`src/rtl/pipe_fetch_elastic_pkg.sv`:
```
// Shared types for the fetch-to-decode stage.
// Stage states, payload layout, default NOP.
package pipe_pkg;

  localparam int FD_XLEN = 32;
  localparam int FD_ILEN = 32;

  localparam logic [31:0] NOP_INST = 32'h0000_0013;

  typedef struct packed {
    logic [FD_ILEN-1:0] inst;
    logic [FD_XLEN-1:0] pc;
    logic [FD_XLEN-1:0] pc_plus_4;
  } fd_payload_t;

  typedef enum logic [1:0] {
    EMPTY = 2'd0,
    FULL  = 2'd1,
    SKID  = 2'd2
  } stage_state_e;

endpackage

```
`src/rtl/pipe_fetch_elastic_if.sv`:
```
// Fetch/decode handshake bundle for the IF/ID stage.
// slave = stage view, master = fetch+decode environment view.
interface pipe_fetch_elastic_if #(
  parameter int XLEN = 32,
  parameter int ILEN = 32
) ();

  logic            valid_f;
  logic            ready_f;
  logic [ILEN-1:0] inst_f;
  logic [XLEN-1:0] pc_f;
  logic [XLEN-1:0] pc_plus_4_f;

  logic            valid_d;
  logic            ready_d;
  logic [ILEN-1:0] inst_d;
  logic [XLEN-1:0] pc_d;
  logic [XLEN-1:0] pc_plus_4_d;

  modport master (
    output valid_f, inst_f, pc_f, pc_plus_4_f, ready_d,
    input  ready_f, valid_d, inst_d, pc_d, pc_plus_4_d
  );

  modport slave (
    input  valid_f, inst_f, pc_f, pc_plus_4_f, ready_d,
    output ready_f, valid_d, inst_d, pc_d, pc_plus_4_d
  );

endinterface

```
`src/rtl/pipe_fetch_elastic_reg.sv`:
```
// Width-generic elastic register: main slot plus optional skid slot.
// Flush empties both slots and drops the beat offered that cycle.
module pipe_elastic_reg
  import pipe_pkg::*;
#(
  parameter int W       = 96,
  parameter bit SKID_EN = 1'b1
) (
  input  logic         clk,
  input  logic         reset_n,
  input  logic         flush,
  input  logic         in_valid,
  output logic         in_ready,
  input  logic [W-1:0] in_data,
  output logic         out_valid,
  input  logic         out_ready,
  output logic [W-1:0] out_data
);

  stage_state_e state_q, state_d;
  logic [W-1:0] main_q, skid_q;
  logic         rdy_q;
  logic         in_fire, out_fire;
  logic         ld_main_in, ld_main_skid, ld_skid;

  assign out_valid = (state_q != EMPTY);
  assign out_data  = main_q;
  assign in_ready  = SKID_EN ? rdy_q
                             : (out_ready || !out_valid);
  assign in_fire   = in_valid && in_ready;
  assign out_fire  = out_valid && out_ready;

  // Next-state and slot-load decode; flush overrides all handshakes.
  always_comb begin
    state_d      = state_q;
    ld_main_in   = 1'b0;
    ld_main_skid = 1'b0;
    ld_skid      = 1'b0;
    unique case (state_q)
      EMPTY: begin
        if (in_fire) begin
          state_d    = FULL;
          ld_main_in = 1'b1;
        end
      end
      FULL: begin
        unique case (1'b1)
          in_fire && out_fire: ld_main_in = 1'b1;
          in_fire && !out_fire: begin
            if (SKID_EN) begin
              state_d = SKID;
              ld_skid = 1'b1;
            end
          end
          !in_fire && out_fire: state_d = EMPTY;
          default: ;
        endcase
      end
      SKID: begin
        if (out_fire) begin
          state_d      = FULL;
          ld_main_skid = 1'b1;
        end
      end
      default: state_d = EMPTY;
    endcase
    if (flush) begin
      state_d      = EMPTY;
      ld_main_in   = 1'b0;
      ld_main_skid = 1'b0;
      ld_skid      = 1'b0;
    end
  end

  // State and registered ready (high unless heading into SKID).
  always_ff @(posedge clk) begin
    if (!reset_n) begin
      state_q <= EMPTY;
      rdy_q   <= 1'b1;
    end else begin
      state_q <= state_d;
      rdy_q   <= (state_d != SKID);
    end
  end

  // Payload slots; contents are only meaningful while occupied.
  always_ff @(posedge clk) begin
    if (!reset_n) begin
      main_q <= '0;
      skid_q <= '0;
    end else begin
      if (ld_main_in)   main_q <= in_data;
      if (ld_main_skid) main_q <= skid_q;
      if (ld_skid)      skid_q <= in_data;
    end
  end

endmodule

```
`src/rtl/pipe_fetch_elastic.sv`:
```
// Elastic, flushable IF/ID stage.
// Packs inst/pc/pc+4 and shows a NOP bubble while empty.
module pipe_fetch_elastic #(
  parameter int               XLEN     = 32,
  parameter int               ILEN     = 32,
  parameter logic [ILEN-1:0]  NOP_INST = pipe_pkg::NOP_INST,
  parameter bit               SKID_EN  = 1'b1
) (
  input logic                 clk,
  input logic                 reset_n,
  input logic                 flush,
  pipe_fetch_elastic_if.slave bus
);

  localparam int PW = ILEN + 2 * XLEN;

  logic [PW-1:0] in_data, out_data;
  logic          out_valid;
  logic          in_ready;

  // Layout matches fd_payload_t: inst, pc, pc_plus_4.
  assign in_data = {bus.inst_f, bus.pc_f, bus.pc_plus_4_f};

  pipe_elastic_reg #(
    .W       (PW),
    .SKID_EN (SKID_EN)
  ) u_reg (
    .clk       (clk),
    .reset_n   (reset_n),
    .flush     (flush),
    .in_valid  (bus.valid_f),
    .in_ready  (in_ready),
    .in_data   (in_data),
    .out_valid (out_valid),
    .out_ready (bus.ready_d),
    .out_data  (out_data)
  );

  assign bus.ready_f = in_ready;
  assign bus.valid_d = out_valid;

  // Bubble substitution: NOP and zero PCs when nothing is held.
  always_comb begin
    bus.inst_d      = NOP_INST;
    bus.pc_d        = '0;
    bus.pc_plus_4_d = '0;
    if (out_valid) begin
      bus.inst_d      = out_data[PW-1 -: ILEN];
      bus.pc_d        = out_data[2*XLEN-1 -: XLEN];
      bus.pc_plus_4_d = out_data[XLEN-1:0];
    end
  end

endmodule

```
`src/flat_wrapper.sv`:
```
// flat-port wrapper written by rule: the top's interface ports become plain ports
module pipe_fetch_elastic_flat 
#(
  parameter int               XLEN     = 32,
  parameter int               ILEN     = 32,
  parameter logic [ILEN-1:0]  NOP_INST = pipe_pkg::NOP_INST,
  parameter bit               SKID_EN  = 1'b1
)
  (clk, reset_n, flush, bus_valid_f, bus_inst_f, bus_pc_f, bus_pc_plus_4_f, bus_ready_d, bus_ready_f, bus_valid_d, bus_inst_d, bus_pc_d, bus_pc_plus_4_d);
  pipe_fetch_elastic_if #(.XLEN(XLEN), .ILEN(ILEN)) bus_i ();
  input logic clk;
  input logic reset_n;
  input logic flush;
  input wire logic [$bits(bus_i.valid_f)-1:0] bus_valid_f;
  input wire logic [$bits(bus_i.inst_f)-1:0] bus_inst_f;
  input wire logic [$bits(bus_i.pc_f)-1:0] bus_pc_f;
  input wire logic [$bits(bus_i.pc_plus_4_f)-1:0] bus_pc_plus_4_f;
  input wire logic [$bits(bus_i.ready_d)-1:0] bus_ready_d;
  output wire logic [$bits(bus_i.ready_f)-1:0] bus_ready_f;
  output wire logic [$bits(bus_i.valid_d)-1:0] bus_valid_d;
  output wire logic [$bits(bus_i.inst_d)-1:0] bus_inst_d;
  output wire logic [$bits(bus_i.pc_d)-1:0] bus_pc_d;
  output wire logic [$bits(bus_i.pc_plus_4_d)-1:0] bus_pc_plus_4_d;
  assign bus_i.valid_f = bus_valid_f;
  assign bus_i.inst_f = bus_inst_f;
  assign bus_i.pc_f = bus_pc_f;
  assign bus_i.pc_plus_4_f = bus_pc_plus_4_f;
  assign bus_i.ready_d = bus_ready_d;
  assign bus_ready_f = bus_i.ready_f;
  assign bus_valid_d = bus_i.valid_d;
  assign bus_inst_d = bus_i.inst_d;
  assign bus_pc_d = bus_i.pc_d;
  assign bus_pc_plus_4_d = bus_i.pc_plus_4_d;
  pipe_fetch_elastic #(.XLEN(XLEN), .ILEN(ILEN), .NOP_INST(NOP_INST), .SKID_EN(SKID_EN)) u_core (.clk(clk), .reset_n(reset_n), .flush(flush), .bus(bus_i));
endmodule
```
`config.mk`:
```
export PLATFORM = sky130hd
export DESIGN_NAME = pipe_fetch_elastic_flat
export DESIGN_NICKNAME = d
export VERILOG_FILES = /design/src/rtl/pipe_fetch_elastic_pkg.sv /design/src/rtl/pipe_fetch_elastic_if.sv /design/src/rtl/pipe_fetch_elastic_reg.sv /design/src/rtl/pipe_fetch_elastic.sv /design/src/flat_wrapper.sv
export SDC_FILE = /design/constraint.sdc
export NUM_CORES = 1
export LEC_CHECK = 0
export CORE_MARGIN = 8
export CORE_UTILIZATION = 47
export DETAILED_ROUTE_END_ITERATION = 10
export PLACE_DENSITY_LB_ADDON = 0.12
export SYNTH_ARGS = -nofsm -noshare
export SYNTH_HDL_FRONTEND = slang
export SYNTH_SLANG_ARGS = --single-unit
```
`constraint.sdc`:
```
create_clock -name clk -period 1.9 [get_ports clk]
set_input_delay 0.19 -clock clk [delete_from_list [all_inputs] [get_ports clk]]
set_output_delay 0.19 -clock clk [all_outputs]
set_load 0.01 [all_outputs]
```
Yosys cells after proc, flatten, opt, wreduce, memory -nomap -nowiden:

Index checks and enable logic that the tools add are counted.

* flip-flop bits (word level): 195
* output and inout bits: 98
* logic and storage cells: 37

* eq/ne operators: 3
* muxes and demuxes: 20
* reduce and logical (&&, ||, !) cells: 10

Operators with widths (number)
* 96-bit 2-to-1 mux: 2
* 32-bit 2-to-1 mux: 3
* 1-bit 2-to-1 mux: 9
* 2-bit 2-to-1 mux: 3
* 2-bit case mux with 3 select lines: 1
* 1-bit logical AND: 5
* 2-bit case mux with 2 select lines: 1
* 2-bit nonzero test: 2
* 2-bit by 1-bit == test with 1-bit output, second input constant: 1
* 2-bit == test, second input constant: 1
* 1-bit logical NOT: 2
* 2-bit logical NOT: 1
* 2-bit inequality test, second input constant: 1
* 1-bit case mux with 2 select lines: 1

Depth between registers and ports, before layout:

* depth after elaboration: 8
* depth in mapped cells: 7
* depth with buffers taken out: 4

Modules after synthesis:

Synthesis repeated with hierarchy kept, for this count alone.

* cell total of the unflattened synthesis: 1075
* area, all modules: 8410.6 um2

By module, submodules not included
* pipe_elastic_reg: instances 1, cells each 969, area each 7728.7 um2, seq. area each 3903.7 um2
* pipe_fetch_elastic: instances 1, cells each 106, area each 681.9 um2, seq. area each 0.0 um2

Worst setup path before layout:

Ideal clock, no wire load.

* path kind: reg-to-reg
* from: register u_core.u_reg.rdy_q, in the netlist u_core.u_reg.in_ready
* to: register u_core.u_reg.skid_q[91]
* library setup time: 0.116 ns
* arrival: 1.454 ns
* required time: 1.784 ns
* slack: 0.330 ns
* stages on the path, launching flop included: 8
* buffers on the path: 3
* clock period less this slack: 1.570 ns
* cell sequence: dfxtp_1 nand3b_1 or3_1 clkbuf_1 buf_2 buf_2 nand2_1 a21boi_1

* longest elaborated chain between the ends: 5

RTL lines
* start, declared: RTL line pipe_fetch_elastic_reg.sv:22 `logic rdy_q;`
* start signal, assigned: RTL line pipe_fetch_elastic_reg.sv:82 `rdy_q <= (state_d != SKID);`
* 1-bit logical AND: RTL line pipe_fetch_elastic_reg.sv:30 `assign in_fire = in_valid && in_ready;`
* 1-bit logical AND: RTL line pipe_fetch_elastic_reg.sv:49 `in_fire && !out_fire: begin`
* 1-bit 2-to-1 mux: RTL line pipe_fetch_elastic_reg.sv:47 `unique case (1'b1)`
* 1-bit 2-to-1 mux: RTL line pipe_fetch_elastic_reg.sv:39 `unique case (state_q)`
* 1-bit 2-to-1 mux: RTL line pipe_fetch_elastic_reg.sv:67 `if (flush) begin`
* end signal, assigned: RTL line pipe_fetch_elastic_reg.sv:94 `if (ld_skid) skid_q <= in_data;`
* end, declared: RTL line pipe_fetch_elastic_reg.sv:21 `logic [W-1:0] main_q, skid_q;`

No other way between the ends.
A chain may end at the register's enable or synchronous reset.

Worst setup path in the final report:

* from: register u_core.u_reg.state_q[1]
* to: output bus_inst_d[5]

* longest elaborated chain between the ends: 2

RTL lines
* start, declared: RTL line pipe_fetch_elastic_reg.sv:20 `stage_state_e state_q, state_d;`
* start signal, assigned: RTL line pipe_fetch_elastic_reg.sv:81 `state_q <= state_d;`
* 2-bit nonzero test: RTL line pipe_fetch_elastic_reg.sv:26 `assign out_valid = (state_q != EMPTY);`
* 32-bit 2-to-1 mux: RTL line pipe_fetch_elastic.sv:47 `if (out_valid) begin`
* end, declared: RTL line flat_wrapper.sv:21 `output wire logic [$bits(bus_i.inst_d)-1:0] bus_inst_d;`

No other way between the ends.

==> results.tsv <==
metric	value	unit
cell area after synthesis	0.00845	mm2
Avg Synthesized Cell Area	9.51	um2
WL final	23900	um
gpl congestion	0.755	
max frequency	538	MHz
Synth Instances	888	
die area	0.0225	mm2
M2 GR Usage	34.8	%
post-synthesis simple-gate area fraction	16.9	%
area share of the largest cell type after synthesis	46.2	%
Vias	7248	
Synth Net Count	989	
mux cell area share after synthesis	0.118	%
RSZ-0062 raised after global routing	true	
core footprint	0.0178	mm2
final net count	1150	
XOR/XNOR share of the synthesized area	0	%
Synth area leaders	dfxtp_1 46%, a221o_1 11%, o211a_1 11%	
DRT iter0 DRCs	526	
most frequent cells in the layout	195 x dfxtp_1, 194 x nand2_1, 100 x clkdlybuf4s50_1, 96 x a221o_1, 96 x o211a_1	
Vias/cell	5.61	
crit path launch type	flop	
adder-cell share of the synthesized area	0	%
Logic pwr share	11.0	%
GRT Total Usage	20.8	%
Clock Path Buffers	2	
Final WS setup	39.6	ps
Max Cap Violations	0	
# DRC	0	
Fin Clk Skew	10.1	ps
switching power	2.18	mW
minimum clock period	1860	ps
pre-CTS setup slack	-106	ps
dpl cells	1255	
Net Sw Frac	24.6	%
IR drop worst, VDD	0.846	mV
Critical Path AT	1670	ps
DP HPWL	14400	um
P_int	6.69	mW
row count	49	
sequential share of the synthesized area	46.2	%
leakage	5.15	nW
Antenna Nets Post-Route	0	
Clock Latency Late Sink	440	ps
CTS root buf	clkbuf_16	
first-pass GRT wire length	37600	um
Syn-to-layout area delta	32.5	%
final setup vio count	0	
Cell Count, Final, Fillers Out	1291	
largest area contributor in the netlist	dfxtp_1	
CP required	1710	ps
clock share of power	40.2	%
CTS tree	built	
drt pass-1 iters	5	
port bufs	198	
Antenna Cells	0	
Starting Density	47.5	%
fraction of layout cells with a size suffix above 1	13.7	%
clk slew on worst S/H paths	70	ps
CP Capture Type	primary output	
critical path class	flop to primary output	
Most Crowded Layer GR	met2	
register share of total power	48.8	%
total CTS buffers	17	
Avg WL per Cell	18.5	um
# IOs	199	
status	completed	
largest family of logic cells by synthesized area	compound AO/OA/AOI/OAI gates	
Clock Sinks	195	
final hold vios	0	
Pwr per Cell Area	792	mW/mm2
largest net degree at the start of global routing	116	
Critical Path Fanout Max	17	
Worst slew margin	69.5	%
Hold Crit Class	input port to flop	
overall die width	150	um
chip height	150	um
yosys synthesis warning count	0	
met3 usage	5.99	%
H-tree depth	4	
commonest non-fill, non-tap cell in the layout	dfxtp_1	
Final period util	97.9	%
Slew Limit Fails	0	
compound-cell area share of the yosys netlist	31.7	%
FF+latch count, synth	195	
met1 Use GR	25.4	%
Core Util, Final	63.0	%
grt total ovfl	0	
Yosys cell types	27	
initial antenna violation count	0	
worst-margin pin slew	458	ps
number of global-route vias before repair	7253	
## power groups by stage
stage          Sequential (mW)  Combinational, mW  Clock, mW
2_1_floorplan             4.40              0.464          0
6_report                  4.33              0.975       3.56
4_1_cts                   4.33              0.973       3.63
3_5_place_dp              4.42              0.972          0
5_1_grt                   4.35               1.05       3.80
3_3_place_gp              4.42              0.964          0
## metrics by stage
stage | total power, mW | instance area [um2] | TNS (ps) | hold WS (ps)
6_report | 8.87 | 11200 | 0 | 75.9
3_5_place_dp | 5.39 | 10800 | -8630 | 446
5_1_grt | 9.20 | 11200 | -307 | 78.4
4_1_cts | 8.93 | 11200 | -293 | 59.2
2_1_floorplan | 4.86 | 8450 | 0 | 314
3_3_place_gp | 5.38 | 10800 | -3690 | 440
## layer usage
layer	vias to the layer above	share of wire, %
met1	3512	43
met2	200	49
met5	-	0
li1	3521	-
met4	0	0.90
met3	15	7.0
## cells by family (layout without fill, tap and decap cells)
| family | after synthesis | in the layout |
|---|---|---|
| DFF | 195 | 195 |
| and+or+nand+nor | 303 | 303 |
| AOI/OAI and AO/OA | 293 | 293 |
| muxes | 1 | 1 |
| buffers and inverters | 96 | 270 |
## cell type report
type,instances,area [um2]
Inverter,2,7.51
Sequential cell,195,3900
Clock inverter,14,146
Fill cell,1595,6580
Tap cell,229,287
Multi-Input combinational cell,597,4150
Clock buffer,18,439
Timing Repair Buffer,236,2260
## state kept, by name, summed over array words and instances, names as in the netlist
register,cells
u_core.u_reg.out_data,96
u_core.u_reg.skid_q,96
u_core.u_reg.state_q,2
u_core.u_reg.in_ready,1
## what timing repair did
action	4_1_cts	5_1_grt
setup buffers	1	0
gates cloned	2	1
hold buffers	0	0
setup endpoints to repair	97	65
pin swaps	0	1
gates resized for setup	239	71
## worst max-delay path, stage by stage, from the launching register on
cell             delay, ps
dfxtp_1                310
or2_4                  320
buf_12                 180
and2_1                 180
clkdlybuf4s15_1        240
## synthesized netlist by cell type
cell        n
mux2i_1     1
and3_1      1
or3_1       2
and3b_1     2
nand3b_1    1
and2_1     93
buf_2      23
or2_2       1
nor3_2      1
a21boi_0   56
clkbuf_1   63
a21oi_1     2
o211a_1    96
dfxtp_1   195
a31oi_2     1
buf_4       6
inv_1       2
o21bai_1    1
and4bb_1    1
nand2_4     1
buf_6       2
a21o_1      1
nand2_1   195
nand2b_1    4
nand3_1     1
a221o_1    96
a21boi_1   40
## path summary, 6_finish.rpt
| path | from | endpoint | slack (ps) | cells after the start |
|---|---|---|---|---|
| worst min-delay path | reset_n | u_core.u_reg.state_q[0] | 80 | 3 |
| worst max register to register | u_core.u_reg.state_q[1] | u_core.u_reg.skid_q[44] | 160 | 6 |
| worst min register to register | u_core.u_reg.skid_q[62] | u_core.u_reg.skid_q[62] | 450 | 2 |
| worst max-delay path | u_core.u_reg.state_q[1] | bus_inst_d[5] | 40 | 4 |
Power figures use the tool's default switching activity.
